**src/rtl/ex_muldiv_pkg.sv**
```systemverilog
// Shared constants, encodings and helpers for the EX-stage multiply/divide unit.
package ex_muldiv_pkg;

    localparam int WIDTH = 32;
    localparam int ITER  = 32;
    localparam int CNT_W = $clog2(ITER);

    localparam logic [CNT_W-1:0] LAST_ITER = CNT_W'(ITER - 1);

    typedef enum logic [1:0] {
        OP_MULT  = 2'b00,
        OP_MULTU = 2'b01,
        OP_DIV   = 2'b10,
        OP_DIVU  = 2'b11
    } op_e;

    typedef enum logic [1:0] {
        ST_IDLE = 2'b00,
        ST_RUN  = 2'b01,
        ST_FIX  = 2'b10,
        ST_DONE = 2'b11
    } state_e;

    function automatic logic is_signed_op(input op_e o);
        return (o == OP_MULT) || (o == OP_DIV);
    endfunction

    function automatic logic is_div_op(input op_e o);
        return (o == OP_DIV) || (o == OP_DIVU);
    endfunction

    function automatic logic [WIDTH-1:0] magnitude(input logic [WIDTH-1:0] v, input logic sgn);
        return (sgn && v[WIDTH-1]) ? -v : v;
    endfunction

endpackage

```
**src/rtl/ex_muldiv_step.sv**
```systemverilog
// One radix-2 iteration: shift-add multiply step or restoring divide step.
module ex_muldiv_step
    import ex_muldiv_pkg::*;
(
    input  logic             is_div,
    input  logic [WIDTH-1:0] acc_hi,
    input  logic [WIDTH-1:0] acc_lo,
    input  logic [WIDTH-1:0] operand,
    output logic [WIDTH-1:0] next_hi,
    output logic [WIDTH-1:0] next_lo
);

    logic [WIDTH:0]   mul_sum;
    logic [WIDTH:0]   rem_shift;
    logic             rem_ge;
    logic [WIDTH-1:0] rem_sub;

    // Multiply: acc_hi is the partial product, acc_lo the multiplier shifting out.
    assign mul_sum = {1'b0, acc_hi} + (acc_lo[0] ? {1'b0, operand} : '0);

    // Divide: acc_hi is the partial remainder, acc_lo the dividend becoming the quotient.
    // The remainder stays below the divisor, so the difference always fits in WIDTH bits.
    assign rem_shift = {acc_hi, acc_lo[WIDTH-1]};
    assign rem_ge    = rem_shift >= {1'b0, operand};
    assign rem_sub   = rem_shift[WIDTH-1:0] - operand;

    always_comb begin
        // NOTE: every output gets a value on every path, so no latch is inferred.
        next_hi = mul_sum[WIDTH:1];
        next_lo = {mul_sum[0], acc_lo[WIDTH-1:1]};
        if (is_div) begin
            next_hi = rem_ge ? rem_sub : rem_shift[WIDTH-1:0];
            next_lo = {acc_lo[WIDTH-2:0], rem_ge};
        end
    end

endmodule

```
**src/rtl/ex_muldiv.sv**
```systemverilog
// Iterative MULT/MULTU/DIV/DIVU unit with HI/LO registers and MTHI/MTLO writes.
module ex_muldiv
    import ex_muldiv_pkg::*;
(
    input  logic             clk,
    input  logic             rst_n,
    input  logic             start,
    input  logic [1:0]       op,
    input  logic [WIDTH-1:0] rs,
    input  logic [WIDTH-1:0] rt,
    input  logic             hi_we,
    input  logic             lo_we,
    input  logic [WIDTH-1:0] wdata,
    output logic             busy,
    output logic             done,
    output logic             div_zero,
    output logic [WIDTH-1:0] hi,
    output logic [WIDTH-1:0] lo
);

    state_e           state;
    logic [CNT_W-1:0] cnt;
    op_e              op_r;
    logic [WIDTH-1:0] acc_hi;
    logic [WIDTH-1:0] acc_lo;
    logic [WIDTH-1:0] operand;
    logic             neg_q;
    logic             neg_r;

    op_e              op_in;
    logic             sign_a;
    logic             sign_b;
    logic [WIDTH-1:0] step_hi;
    logic [WIDTH-1:0] step_lo;
    logic [2*WIDTH-1:0] prod_fix;
    logic [WIDTH-1:0] fix_hi;
    logic [WIDTH-1:0] fix_lo;

    assign op_in  = op_e'(op);
    assign sign_a = is_signed_op(op_in) & rs[WIDTH-1];
    assign sign_b = is_signed_op(op_in) & rt[WIDTH-1];
    assign busy   = (state != ST_IDLE) && (state != ST_DONE);

    ex_muldiv_step u_step (
        .is_div  (is_div_op(op_r)),
        .acc_hi  (acc_hi),
        .acc_lo  (acc_lo),
        .operand (operand),
        .next_hi (step_hi),
        .next_lo (step_lo)
    );

    // Sign correction: product negated as a whole; quotient and remainder independently.
    always_comb begin
        prod_fix = {acc_hi, acc_lo};
        if (neg_q) prod_fix = -prod_fix;
        fix_hi = prod_fix[2*WIDTH-1:WIDTH];
        fix_lo = prod_fix[WIDTH-1:0];
        if (is_div_op(op_r)) begin
            fix_hi = neg_r ? -acc_hi : acc_hi;
            fix_lo = neg_q ? -acc_lo : acc_lo;
        end
    end

    always_ff @(posedge clk) begin
        // NOTE: all sequential state uses non-blocking assignments so every register samples pre-edge values.
        if (!rst_n) begin
            state    <= ST_IDLE;
            cnt      <= '0;
            op_r     <= OP_MULT;
            acc_hi   <= '0;
            acc_lo   <= '0;
            operand  <= '0;
            neg_q    <= 1'b0;
            neg_r    <= 1'b0;
            hi       <= '0;
            lo       <= '0;
            done     <= 1'b0;
            div_zero <= 1'b0;
        end else begin
            done     <= 1'b0;
            div_zero <= 1'b0;
            case (state)
                ST_IDLE: begin
                    if (start) begin
                        op_r    <= op_in;
                        neg_q   <= sign_a ^ sign_b;
                        neg_r   <= sign_a;
                        cnt     <= '0;
                        acc_hi  <= '0;
                        acc_lo  <= magnitude(rs, is_signed_op(op_in));
                        operand <= magnitude(rt, is_signed_op(op_in));
                        if (is_div_op(op_in) && (rt == '0)) begin
                            state    <= ST_DONE;
                            done     <= 1'b1;
                            div_zero <= 1'b1;
                        end else begin
                            state <= ST_RUN;
                        end
                    end else begin
                        if (hi_we) hi <= wdata;
                        if (lo_we) lo <= wdata;
                    end
                end
                ST_RUN: begin
                    acc_hi <= step_hi;
                    acc_lo <= step_lo;
                    cnt    <= cnt + 1'b1;
                    if (cnt == LAST_ITER) state <= ST_FIX;
                end
                ST_FIX: begin
                    hi    <= fix_hi;
                    lo    <= fix_lo;
                    done  <= 1'b1;
                    state <= ST_DONE;
                end
                ST_DONE: state <= ST_IDLE;
                default: state <= ST_IDLE;
            endcase
        end
    end

endmodule

```
**config.mk**
```make
export PLATFORM = sky130hd
export DESIGN_NAME = ex_muldiv
export DESIGN_NICKNAME = d
export VERILOG_FILES = /design/src/rtl/ex_muldiv_pkg.sv /design/src/rtl/ex_muldiv_step.sv /design/src/rtl/ex_muldiv.sv
export SDC_FILE = /design/constraint.sdc
export NUM_CORES = 1
export LEC_CHECK = 0
export BUFFER_PORTS_ARGS = -buffer_cell sky130_fd_sc_hd__buf_4
export CAP_MARGIN = 40
export CORE_ASPECT_RATIO = 1.5
export CORE_MARGIN = 3
export CORE_UTILIZATION = 35
export CTS_CLUSTER_DIAMETER = 80
export DETAILED_ROUTE_END_ITERATION = 12
export PLACE_DENSITY = 0.6
export SLEW_MARGIN = 20
export SYNTH_ARGS = -nofsm -noshare
export SYNTH_HDL_FRONTEND = slang
export SYNTH_SLANG_ARGS = --single-unit
export TNS_END_PERCENT = 1
```
**constraint.sdc**
```tcl
create_clock -name clk -period 5.14 [get_ports clk]
set_clock_uncertainty 0.2 [all_clocks]
set_input_delay 0.514 -clock clk [delete_from_list [all_inputs] [get_ports clk]]
set_output_delay 0.514 -clock clk [all_outputs]
set_load 0.03 [all_outputs]
```
Word-level counts from Yosys, hierarchy flattened
Index checks and enable logic that the tools add are counted.

storage, ports and cells
  output and inout bits = 67
  input port bits = 103
  word-level logic and storage cells = 87
  register bits = 173

cells by class
  reductions and logical operators = 19
  add/sub/neg operators = 8
  magnitude comparators = 1
  multiplexer cells = 30
  bitwise logic cells = 3
  eq/ne operators = 14

operator list
  cell                                           number
  2-to-1 mux 32 bit                              16
  one-hot mux 32 bit (2 select lines)            4
  negation 32 bit                                4
  2-to-1 mux 64 bit                              1
  negation 64 bit                                1
  adder 32 x 33 -> 33 bit                        1
  >= comparator 33 x 32 -> 1 bit                 1
  logical NOT 32 bit                             1
  subtractor 32 bit                              1
  equality test 2 bit (second input constant)    6
  inequality test 2 bit (second input constant)  6
  one-hot mux 5 bit (2 select lines)             1
  one-hot mux 2 bit (4 select lines)             1
  AND reduction 2 bit                            4
  2-to-1 mux 2 bit                               3
  AND reduction 3 bit                            2
  nonzero test 2 bit                             3
  adder 5 x 1 -> 5 bit (second input constant)   1
  equality test 5 bit (second input constant)    1
  2-to-1 mux 5 bit                               1
  logical AND 1 bit                              4
  logical NOT 2 bit                              2
  logical OR 1 bit                               3
  AND 1 bit                                      2
  4 further kinds                                5

Longest topological paths before layout
Gate-level depths: netlist of the first run.

  depth after elaboration = 6
  gate-level depth with buffers = 16
  gate-level depth less buffers = 14

Modules after synthesis
From an unflattened synthesis of the first run, not the netlist that was laid out.

unflattened totals
  cells, all modules = 2010
  area total of the unflattened synthesis = 14989.4 um^2

by module, submodules not included
  module          seq. area each (um^2)  cells each  area each (um^2)  times used
  ex_muldiv       3443.3                 1305        10122.2           1
  ex_muldiv_step  0.0                    705         4867.2            1

Worst setup path before layout of the first run
Ideal clock, no wire load.

  path kind = register -> register
  from = register acc_lo[0]
  to = register acc_hi[28]
  period minus slack after synthesis = 3.549 ns
  cell stages (with the launch flop) = 17
  path buffers = 3
  setup slack = 1.591 ns
  arrival = 3.275 ns
  library setup time = 0.074 ns
  required time = 4.866 ns
  cell sequence = dfxtp_1 > clkbuf_1 > inv_1 > clkbuf_1 > nor2_1 > ha_1 > clkbuf_1 > a211oi_1 > nor2_1 > or3_1 > a221oi_1 > a311oi_1 > a21bo_2 > a21boi_0 > xnor2_1 > o221ai_1 > o21ai_0

between the ends
  longest elaborated chain between the ends = 4

ends and longest elaborated chain
  item                                 RTL line              RTL
  start, declared                      ex_muldiv.sv:25       logic [WIDTH-1:0] acc_lo;
  start signal, assigned               ex_muldiv.sv:91       acc_lo <= magnitude(rs, is_signed_op(op_in));
  start signal, assigned               ex_muldiv.sv:107      acc_lo <= step_lo;
  2-to-1 mux 32 bit                    ex_muldiv_step.sv:19  assign mul_sum = {1'b0, acc_hi} + (acc_lo[0] ? {1'b0, operand} : '0);
  adder 32 x 33 -> 33 bit              ex_muldiv_step.sv:19
  2-to-1 mux 32 bit                    ex_muldiv_step.sv:31  if (is_div) begin
  one-hot mux 32 bit (2 select lines)  ex_muldiv.sv:83       case (state)
  end signal, assigned                 ex_muldiv.sv:106      acc_hi <= step_hi;
  end, declared                        ex_muldiv.sv:24       logic [WIDTH-1:0] acc_hi;

No other way between the ends.
A chain may end at the register's enable or synchronous reset.

Worst setup path after layout of the first run
Same ends and word-level chain as after synthesis.

==> results of run 1 <==
-- state kept, by name (all words and copies together), names as in the netlist --
register / flops
acc_hi: 32
op_r: 1
state: 2
neg_q: 1
lo: 32
acc_lo: 32
hi: 32
neg_r: 1
div_zero: 1
done: 1
operand: 32
cnt: 5
-- power by group --
group,internal [mW],switching [mW]
sequential,1.64,0.355
clock,0.829,0.643
combinational,1.35,2.42
-- cell usage after synthesis, types with 16 or more instances --
cell	count	area, um^2
nor2_1	230	863
a21oi_1	202	1010
dfxtp_1	172	3440
nand2_1	156	586
o21ai_0	128	641
clkbuf_1	103	387
xnor2_1	93	815
ha_1	73	913
xor2_1	73	639
a211oi_1	72	541
inv_1	69	259
mux2i_1	53	531
o211ai_1	37	278
nor3_1	30	150
a21o_1	27	203
nand3_1	24	120
a22oi_1	22	165
nand2b_1	22	138
nor4_1	19	119
a31oi_1	18	113
or3_1	18	113
o31ai_1	16	120
-- cells in the final DEF (no fill, tap or decap), drive strengths merged, types with 5 or more instances in the layout --
| cell | n |
|---|---|
| and3 | 9 |
| a21oi | 202 |
| nand2 | 156 |
| buf | 205 |
| o21a | 8 |
| or4 | 14 |
| nor4 | 20 |
| xnor2 | 93 |
| a22oi | 22 |
| o211ai | 37 |
| and2 | 11 |
| ha | 73 |
| nand3 | 24 |
| nand4 | 11 |
| o21ai | 132 |
| a31oi | 18 |
| dfxtp | 172 |
| nor2b | 13 |
| mux2i | 53 |
| clkbuf | 18 |
| nand2b | 22 |
| a311oi | 10 |
| nor2 | 230 |
| nor3 | 31 |
| a21o | 27 |
| a22o | 6 |
| or3 | 18 |
| o41ai | 9 |
| a41oi | 6 |
| a221oi | 5 |
| xor2 | 73 |
| o31ai | 16 |
| a211oi | 72 |
| o21bai | 8 |
| inv | 75 |
-- per-stage QoR --
step	power, mW	utilization
floorplan	4.57	-
global placement	5.67	0.402
detailed placement	5.72	0.403
CTS	7.20	0.420
global route	7.69	0.421
finish	7.24	0.421
-- worst min-delay path, cell delays in order --
cell,delay (ns)
buf_4,0.12
nand2_1,0.05
a21oi_1,0.06
-- worst paths after layout --
kind | startpoint | endpoint | slack, ns | cells past startpoint
setup / recovery | acc_lo[0] | acc_hi[28] | 0.94 | 13
hold / removal | op[1] | op_r[1] | 0.13 | 3
setup reg to reg | acc_lo[0] | acc_hi[28] | 0.94 | 13
hold reg to reg | hi[30] | hi[30] | 0.26 | 1
-- cell families (layout without fill, tap and decap cells) --
family	Yosys count	in the layout
compound gates	607	607
xor+xnor	166	166
fa+ha+maj	75	75
buf+inv	184	306
flops	172	172
mux	57	57
other cells	0	3
simple gates	574	574
-- per-layer routing --
layer  up-vias  share of wire
met2       441           0.49
met3       103          0.046
met4         0          0.050
li1       6830              -
met1      6619           0.42
met5         -              0
-- layout make-up --
| cell class | instances | area, um^2 |
|---|---|---|
| Inverter | 70 | 264 |
| Fill cell | 3897 | 22000 |
| Antenna cell | 3 | 7.51 |
| Timing Repair Buffer | 205 | 1580 |
| Clock inverter | 13 | 208 |
| Sequential cell | 172 | 3440 |
| Multi-Input combinational cell | 1479 | 9450 |
| Tap cell | 489 | 612 |
| Clock buffer | 18 | 429 |
==> results by group, run 1 <==
GRT
  • Met1 Use GR: 0.278
  • GRT Total Usage: 0.229
  • Pin count of the biggest net entering global routing: approximately 70
  • Most used routing layer in global routing: met2
  • GR met2 Demand/Resource: 0.396
  • Gr ovfl total: 0
  • Grt met3 use: 0.0331
  • Initial antenna violation count: 3
  • Vias in the first global route: 13403
  • First-pass GRT wire length: roughly 75 mm

Clocking
  • Clk_lat worst skew: 0.46 ns
  • Hold bufs inserted after CTS: 0
  • CTS tree: done
  • CTS root buf: clkbuf_16
  • H-tree depth: 4
  • Post_cts resized: 0
  • Postcts setup bufs: 0
  • Clock sink count: roughly 170
  • Clock buffers created by TritonCTS: 17
  • Clock buffer depth: 2
  • Clock transition at path regs: approximately 0.080 ns

Setup path
  • Crit path max fanout: 18
  • Worst path bufs/invs: 1
  • Worst path max stage delay: about 0.58 ns
  • Data required time of the worst path: approximately 5.3 ns
  • Critical path's slowest cell: a311oi_1
  • Crit. End Element: flip-flop
  • Crit path DAT: around 4.4 ns
  • Setup Crit Path Kind: reg2reg
  • Critical path's most frequent cell: o21ai_0
  • Crit-path leading delay family: compound AO/OA/AOI/OAI gates
  • Startpoint types: flip-flop
  • Cell Chain, Critical Path: inv_1, nor2_1, ha_1, o211ai_1, o21a_1, a211oi_1, o21ai_0, a311oi_1, a21bo_2, a21boi_0, xnor2_1, o221ai_1, o21ai_0

Synth
  • Yosys warns: 0
  • Adder-Cell Fraction of Synth Area: 0.0703
  • Syn Area/Cell: roughly 7.4 um^2
  • Yosys reg bits: 172
  • Xor/xnor share of the synthesized area: 0.107
  • Main synth FF type: dfxtp_1
  • Cells after Synth: approximately 1800
  • Simple logic cell fraction of the synthesized area: 0.194
  • EDFF count, synth: 0
  • Synth cell types: between 60 and 70
  • Synth async-reset ratio: 0
  • Mux share of post-synthesis cell area: 0.0424
  • Main combinational cell family by area after synthesis: compound AO/OA/AOI/OAI gates
  • Post-synthesis compound-gate area fraction: 0.280
  • Net Count, Synth: between 2000 and 2500
  • Mapped cell area: 13600 um^2
  • Seq/Total Area, Yosys: 0.254

Timing
  • Final hold vios: 0
  • Fmax: 238 MHz
  • Final slew viol count: 0
  • Relative slew slack: 0.426
  • Min cycle time layout: ~4.2 ns
  • Tcrit/Tclk final: 0.816
  • Setup-failing EPs final: 0
  • Setup TNS: 0 ns
  • RSZ-0062 raised after global routing: false
  • Min setup slack post-route: 0.945 ns
  • Min Hold Slack: between 0.1 and 0.15 ns
  • Worst-Margin Slew: between 0.8 and 0.9 ns

Cells and area
  • Final instance area: 16000 um^2
  • Fin cells: roughly 2400
  • Layout area overhead: 17.9%
  • Layout net count: about 2100
  • Share of layout cells above drive strength 1: 0.134

Pwr
  • Worst IR Drop VDD: 0.250 mV
  • Power Dens Cells: approximately 450 nW/um^2
  • Leakage power: between 6 and 7 nW

Floorplan
  • Die Ht: 247 um
  • Full die area: roughly 40000 um^2
  • Die W: approximately 170 um
  • Row count: 87
  • Initial Util: 0.357
  • I/O Pins: 170
  • Core ar.: 38000 um^2

Drt
  • Initial DRT Pass Iterations: 5
  • Starting DRC count in detailed routing: ~960
  • Total Routed Length: approximately 50 mm
  • Routed wire per std cell: roughly 20 um
  • Antenna-violating nets left: 0
  • Number of remaining DRC errors: 0
  • Vias after detailed routing: about 14000
  • Vias/cell: ~5.7

Worst hold path
  • Tightest Hold Check Type: in2reg

Placement
  • Dpl cell area: 15300 um^2
  • Placed Cells: roughly 2400
  • I/O Buffers: around 170
  • Post-place setup slack: about 1.0 ns
  • Routability Congestion: ~0.94
  • HPWL after DPL: 38.0 mm

Run
  • Number of max-cap violations: 0

Status
  • Outcome: complete, no violations
No activity file was read; power rests on OpenSTA's default activity.
==> run 2, diff against run 1 <==
ABC_AREA = 1   (was not set)
PLACE_DENSITY = 0.59   (was 0.6)
clock period = 4.2 ns   (was 5.14 ns; I/O delays follow)
==> run 2 against run 1 <==
  * Fmax is 27% higher
  * Highest routed layer unchanged
  * Combinational power is 8.8% lower
  * Cell area is 23% higher
  * Critical path type unchanged
  * Critical endpoint is now acc_hi[31]
  * Routed wire length is 59% higher
  * Register-to-register slack worse by 0.04 ns
  * Critical path depth is 3 higher
==> results by group, run 2 <==
Synth
  • Synth cell types: 48 (was 69)
  • EDFF count, synth: 0 (unchanged)
  • Net Count, Synth: 3281 (was 2013)
  • Synth async-reset ratio: 0 (unchanged)
  • Mapped cell area: 17300 um^2 (was 13600 um^2)
  • Post-synthesis compound-gate area fraction: 0.192 (was 0.280)
  • Xor/xnor share of the synthesized area: 0.0218 (was 0.107)
  • Synth cell count leaders: 831 x nand2_1, 409 x inv_1, 330 x nand3_1 (was 230 x nor2_1, 202 x a21oi_1, 172 x dfxtp_1)
  • Mux share of post-synthesis cell area: 0 (was 0.0424)
  • Yosys reg bits: 172 (unchanged)
  • Seq/Total Area, Yosys: 0.200 (was 0.254)
  • Dominant cell type by area after synthesis: dfxtp_1 (unchanged)
  • Cells after Synth: 3103 (was 1835)
  • Top-area cell type share of the netlist area: 0.200 (was 0.254)
  • Syn Area/Cell: 5.56 um^2 (was 7.39 um^2)
  • Simple logic cell fraction of the synthesized area: 0.409 (was 0.194)
  • Yosys warns: 0 (unchanged)
  • Top-count cell post-synth: nand2_1 (was nor2_1)
  • Adder-Cell Fraction of Synth Area: 0.0553 (was 0.0703)
  • Main synth FF type: dfxtp_1 (unchanged)
  • Largest cells by area after synthesis: dfxtp_1 20%, nand2_1 18%, nand3_1 9.6%, a21oi_1 9.0%, inv_1 8.9% (was dfxtp_1 25%, a21oi_1 7.5%, ha_1 6.7%, nor2_1 6.4%, xnor2_1 6.0%)
  • Main combinational cell family by area after synthesis: simple AND/OR/NAND/NOR gates (was compound AO/OA/AOI/OAI gates)

Setup path
  • Crit. End Element: flip-flop (unchanged)
  • Cell Chain, Critical Path: nand2_1, inv_1, ha_1, inv_1, fa_1, o21ai_2, inv_1, o21bai_1, nand2_1, nand3_1, nand2_1, nand2_1, nand2_1, inv_1, nand2_1, a21oi_1 (was inv_1, nor2_1, ha_1, o211ai_1, o21a_1, a211oi_1, o21ai_0, a311oi_1, a21bo_2, a21boi_0, xnor2_1, o221ai_1, o21ai_0)
  • Critical path's most frequent cell: nand2_1 (was o21ai_0)
  • Data required time of the worst path: 4.41 ns (was 5.33 ns)
  • Setup Crit Path Kind: reg2reg (unchanged)
  • Critical path's slowest cell: dfxtp_1 (was a311oi_1)
  • R2r startpoint: acc_lo[0] (unchanged)
  • Crit path max fanout: 6 (was 18)
  • Worst path max stage delay: 0.58 ns (about the same)
  • Launch point of the worst path: acc_lo[0] (unchanged)
  • Startpoint types: flip-flop (unchanged)
  • Crit path DAT: 3.51 ns (was 4.38 ns)

Timing
  • Min setup slack post-route: 0.904 ns (was 0.945 ns)
  • Setup TNS: 0 ns (unchanged)
  • Setup-failing EPs final: 0 (unchanged)
  • Fmax: 303 MHz (was 238 MHz)
  • Final slew viol count: 0 (unchanged)
  • Final hold vios: 0 (unchanged)
  • Min cycle time layout: 3.30 ns (was 4.20 ns)
  • RSZ-0062 raised after global routing: false (unchanged)
  • Tcrit/Tclk final: 0.785 (was 0.816)
  • Worst-Margin Slew: 0.853 ns (was 0.860 ns)
  • Relative slew slack: 0.426 (about the same)

Drt
  • Vias after detailed routing: 20839 (was 13993)
  • Total Routed Length: 77.6 mm (was 48.9 mm)
  • Vias/cell: 5.38 (was 5.71)
  • Routed wire per std cell: 20.0 um (about the same)
  • Antenna-violating nets left: 0 (unchanged)
  • Starting DRC count in detailed routing: 1350 (was 958)
  • Number of remaining DRC errors: 0 (unchanged)
  • Initial DRT Pass Iterations: 6 (was 5)

Pwr
  • Leakage power: 9.55 nW (was 6.55 nW)
  • Power Dens Cells: 364 nW/um^2 (was 452 nW/um^2)
  • Psw: 3.52 mW (was 3.41 mW)
  • Clock share of power: 0.228 (was 0.203)
  • Total Power: 7.19 mW (was 7.24 mW)
  • Combinational power share: 0.478 (was 0.521)
  • Worst IR Drop VDD: 0.362 mV (was 0.250 mV)
  • Sequential power share: 0.294 (was 0.276)
  • Int Pwr: 3.67 mW (was 3.82 mW)
  • Sw Share: 0.490 (was 0.472)

GRT
  • First-pass GRT wire length: 115 mm (was 75.2 mm)
  • Pin count of the biggest net entering global routing: 73 (was 72)
  • Initial antenna violation count: 0 (was 3)
  • Vias in the first global route: 19979 (was 13403)
  • GRT Total Usage: 0.287 (was 0.229)
  • Gr ovfl total: 0 (unchanged)

Clocking
  • Clock transition at path regs: 0.08 ns (about the same)
  • Clk_lat worst skew: 0.48 ns (was 0.46 ns)
  • Post_cts resized: 0 (unchanged)
  • CTS root buf: clkbuf_16 (unchanged)
  • CTS tree: done (unchanged)
  • Postcts setup bufs: 0 (unchanged)
  • Clock buffer depth: 2 (unchanged)
  • Clock sink count: 172 (unchanged)
  • Clock buffers created by TritonCTS: 17 (unchanged)
  • Hold bufs inserted after CTS: 0 (unchanged)
  • H-tree depth: 4 (unchanged)

Cells and area
  • Most frequent cells in the layout: 831 x nand2_1, 407 x inv_1, 330 x nand3_1, 309 x a21oi_1, 296 x nor2_1 (was 228 x nor2_1, 201 x a21oi_1, 199 x buf_4, 171 x dfxtp_1, 156 x nand2_1)
  • Layout net count: 3381 (was 2123)
  • N_diodes: 0 (was 3)
  • Final instance area: 19700 um^2 (was 16000 um^2)
  • Most common cell after layout, fill and taps aside: nand2_1 (was nor2_1)
  • Fillers: 5642 (was 3897)
  • Final Util: 0.406 (was 0.421)
  • Share of layout cells above drive strength 1: 0.0998 (was 0.134)
  • Layout area overhead: 14.4% (was 17.9%)

Worst hold path
  • Tightest Hold Check Type: in2reg (unchanged)
  • Hold Startpoint: rt[1] (was op[1])

Floorplan
  • Core ar.: 48700 um^2 (was 38000 um^2)
  • Die Ht: 278 um (was 247 um)
  • I/O Pins: 170 (unchanged)
  • Initial Util: 0.354 (was 0.357)
  • Die W: 187 um (was 167 um)
  • Full die area: 52100 um^2 (was 41200 um^2)
  • Row count: 99 (was 87)

Placement
  • Routability Congestion: 1.02 (was 0.942)
  • I/O Buffers: 169 (unchanged)
  • Dpl cell area: 19100 um^2 (was 15300 um^2)
  • HPWL after DPL: 62.8 mm (was 38.0 mm)
  • Post-place setup slack: 0.948 ns (was 1.04 ns)

Status
  • Outcome: complete, no violations (unchanged)

Run
  • Number of max-cap violations: 0 (unchanged)
==> run 2: changes by cell type after synthesis, sizes merged, moves of 34 or more <==
cell    before  now
nand2      156  847
nand4       11   45
a211oi      72    1
o21ai      132  251
nand3       24  335
xnor2       93    7
mux2i       53    0
a21oi      202  311
inv         69  418
nor2       230  316
xor2        73   36
==> run 2: logic make-up after synthesis <==
family | count (synthesis)
buffers and inverters | 547
AOI/OAI and AO/OA | 632
DFF | 172
and+or+nand+nor | 1634
adders and majority gates | 75
xor gates and xnor gates | 43
==> run 2: per-stage QoR <==
stage          std cells  hold WS [ns]
2_1_floorplan       3103         0.245
3_3_place_gp        3836         0.258
3_5_place_dp        3838         0.272
4_1_cts             3870       0.00345
5_1_grt             3872        0.0338
6_report            3872        0.0284
==> run 2: worst paths after layout <==
path	to	slack, ns	cells after the start
worst min-delay path	operand[1]	0.03	3
worst max register to register	acc_hi[31]	0.90	16
worst max-delay path	acc_hi[31]	0.90	16
worst min register to register	cnt[4]	0.28	2
==> run 2: final cells by class <==
class | instances | area (um^2) | share of cell area
clock buffer | 17 | 425 | 0.0215
clock inverter | 15 | 148 | 0.00748
inverter | 422 | 1580 | 0.0802
multi-input combinational | 2384 | 11700 | 0.593
sequential | 172 | 3440 | 0.174
tap | 656 | 821 | 0.0416
timing repair buffer | 206 | 1610 | 0.0815
==> run 2: metal layers <==
metal | routed length (um) | vias to the layer above | global-route usage
li1 | - | 10320 | -
met2 | 39700 | 769 | 0.532
met1 | 27000 | 9483 | 0.285
met4 | 7290 | 0 | 0.237
met3 | 3550 | 267 | 0.0347
met5 | 0 | - | 0
==> run 2: critical path: cells and delay by family (launching register included) <==
kind / cells / cell delay (ns)
buf+inv: 4 / 0.28
compound gates: 3 / 0.79
fa+ha+maj: 2 / 0.63
flops: 1 / 0.58
simple gates: 7 / 0.73
==> run 2: power groups by stage <==
stage               logic [mW]  registers (mW)  clock network (mW)
CTS                       3.40            2.10                1.67
floorplan                 2.14            2.17                   0
global placement          3.38            2.14                   0
global route              3.77            2.13                1.72
finish                    3.44            2.11                1.64
detailed placement        3.39            2.14                   0
==> run 3, diff against run 2 <==
PLACE_DENSITY = 0.61   (was 0.59)
clock period = 2.8 ns   (was 4.2 ns; I/O delays follow)
==> run 3 against run 2 <==
  * Die area did not move
  * Worst hold slack lost 0.028 ns
  * Critical path type unchanged
  * Non-clock buffer count grew 210
  * Clock power grew 53%
  * First-iteration DRC count is 0.96% lower
  * Register-to-register slack worse by 0.88 ns
  * Count of clock-buffer cells in the layout is 2 higher
  * Total power rose by 57%
  * Worst setup slack lost 0.88 ns
  * Global-route usage is essentially flat
  * Cell count up 5.4%
  * Highest routed layer unchanged
==> results by group, run 3 (synthesis results as in run 2) <==
Status
  • Outcome: complete, no violations (unchanged)

Drt
  • Vias/cell: 5.31 (was 5.38)
  • Starting DRC count in detailed routing: 1337 (was 1350)
  • Antenna-violating nets left: 0 (unchanged)
  • Initial DRT Pass Iterations: 6 (unchanged)
  • Number of remaining DRC errors: 0 (unchanged)
  • Vias after detailed routing: 21671 (was 20839)
  • Routed wire per std cell: 19.0 um (was 20.0 um)
  • Total Routed Length: 77.6 mm (about the same)

Timing
  • RSZ-0062 raised after global routing: true (was false)
  • Min cycle time layout: 2.77 ns (was 3.30 ns)
  • Relative slew slack: 0.472 (was 0.426)
  • Setup TNS: 0 ns (unchanged)
  • Min Hold Slack: 0.000821 ns (was 0.0284 ns)
  • Fmax: 361 MHz (was 303 MHz)
  • Final slew viol count: 0 (unchanged)
  • Final hold vios: 0 (unchanged)
  • Worst-Margin Slew: 0.791 ns (was 0.853 ns)
  • Setup-failing EPs final: 0 (unchanged)
  • Tcrit/Tclk final: 0.990 (was 0.785)

Cells and area
  • Final instance area: 21700 um^2 (was 19700 um^2)
  • Layout net count: 3591 (was 3381)
  • Fillers: 5372 (was 5642)
  • Layout area overhead: 25.8% (was 14.4%)
  • Share of layout cells above drive strength 1: 0.142 (was 0.0998)
  • Most common cell after layout, fill and taps aside: nand2_1 (unchanged)
  • Sequential cell area: 3460 um^2 (was 3440 um^2)
  • Most frequent cells in the layout: 821 x nand2_1, 408 x inv_1, 329 x nand3_1, 329 x buf_4, 306 x a21oi_1 (was 831 x nand2_1, 407 x inv_1, 330 x nand3_1, 309 x a21oi_1, 296 x nor2_1)
  • Multi-input logic area: 11800 um^2 (was 11700 um^2)

GRT
  • Initial antenna violation count: 1 (was 0)
  • Vias in the first global route: 20767 (was 19979)
  • First-pass GRT wire length: 116 mm (was 115 mm)
  • Gr ovfl total: 0 (unchanged)
  • GRT Total Usage: 0.287 (about the same)
  • Pin count of the biggest net entering global routing: 74 (was 73)

Pwr
  • Leakage power: 10.6 nW (was 9.55 nW)
  • Power Dens Cells: 519 nW/um^2 (was 364 nW/um^2)
  • Total Power: 11.3 mW (was 7.19 mW)
  • Worst IR Drop VDD: 0.472 mV (was 0.362 mV)

Setup path
  • Crit path DAT: 2.91 ns (was 3.51 ns)
  • Reg2reg end: acc_hi[31] (unchanged)
  • R2r startpoint: acc_lo[0] (unchanged)
  • Crit path to: acc_hi[31] (unchanged)
  • Setup Crit Path Kind: reg2reg (unchanged)
  • Startpoint types: flip-flop (unchanged)
  • R2r setup slk: 0.03 ns (was 0.90 ns)
  • Crit path max fanout: 7 (was 6)
  • Data required time of the worst path: 2.93 ns (was 4.41 ns)
  • Launch point of the worst path: acc_lo[0] (unchanged)
  • R2r worst-path depth: 16 (unchanged)
  • Crit. End Element: flip-flop (unchanged)

Clocking
  • H-tree depth: 4 (unchanged)
  • Clock transition at path regs: 0.08 ns (about the same)
  • Clk_lat worst skew: 0.48 ns (about the same)
  • CTS tree: done (unchanged)
  • Clock sink count: 172 (unchanged)
  • Clock buffers created by TritonCTS: 17 (unchanged)
  • Clock buffer depth: 2 (unchanged)
  • CTS root buf: clkbuf_16 (unchanged)

Floorplan
  • Die Ht: 278 um (unchanged)
  • Die W: 187 um (unchanged)
  • Row count: 99 (unchanged)
  • Core ar.: 48700 um^2 (unchanged)
  • Initial Util: 0.354 (unchanged)
  • I/O Pins: 170 (unchanged)
  • Full die area: 52100 um^2 (unchanged)

Run
  • Number of max-cap violations: 0 (unchanged)

Placement
  • I/O Buffers: 169 (unchanged)
  • HPWL after DPL: 63.2 mm (was 62.8 mm)
  • Dpl cell area: 20200 um^2 (was 19100 um^2)
  • Routability Congestion: 1.02 (about the same)

Worst hold path
  • Min-Delay Path Depth: 3 (unchanged)
  • Tightest Hold Check Type: in2reg (unchanged)
## run 3: changes by cell type in the layout (fill, tap and decap cells not counted), sizes merged
cell / delta
clkinv: -1
clkbuf: +2
bufinv: +2
inv: -3
diode: +1
buf: +132
dlygate4sd3: +78
## run 3: worst min-delay path by stage
stage                 end   start  slack [ns]
2_1_floorplan  operand[1]   rt[1]        0.23
3_3_place_gp       cnt[4]  cnt[4]        0.25
3_5_place_dp       cnt[4]  cnt[4]        0.26
4_1_cts        operand[4]   rt[4]       0.005
5_1_grt        operand[4]   rt[4]        0.01
6_report       operand[4]   rt[4]      0.0008
## run 3: power breakdown
group	leakage, nW	internal, mW	switching [mW]
logic	8.86	1.93	3.74
clock network	0.287	1.36	1.16
registers	1.42	2.77	0.305
total	10.6	6.05	5.21
## run 3: final cells by class
class,instances,area share
Multi-Input combinational cell,2384,0.546
Sequential cell,172,0.159
Timing Repair Buffer,416,0.157
Inverter,422,0.0730
Tap cell,656,0.0378
Clock buffer,19,0.0204
Clock inverter,13,0.00703
Antenna cell,1,0.000115
## run 3: repair_timing
item,CTS,global route
hold endpoints to repair,109,0
pin swaps,0,3
hold buffers,78,0
resized for setup,1,45
endpoints found under the setup margin,3,41
buffers inserted,0,2
## run 3: stage by stage
step / util / setup WS, ns / std cells
6_report: 0.446 / 0.0285 / 4083
4_1_cts: 0.442 / 0.0312 / 4080
2_1_floorplan: - / 0.0728 / 3103
3_3_place_gp: 0.414 / -0.0382 / 3969
5_1_grt: 0.446 / -0.107 / 4083
3_5_place_dp: 0.414 / -0.0383 / 3970
## run 3: metal layers
metal,vias to the layer above,GRT usage,share of wire
met2,730,0.524,0.50
met1,9900,0.288,0.35
met4,0,0.255,0.10
met5,-,0,0
met3,289,0.0314,0.041
li1,10752,-,-
## run 3: worst max-delay path, stage by stage (launching register included)
cell      delay [ns]
dfxtp_4         0.38
buf_4           0.15
nand2_1         0.05
inv_1           0.04
ha_1            0.33
a21oi_1         0.30
o21ai_0         0.17
o21bai_1        0.19
buf_4           0.16
nand2_1         0.12
nand3_1         0.15
nand2_1         0.10
nand2_1         0.05
nand2_1         0.05
inv_1           0.04
nand2_1         0.08
a21oi_1         0.08
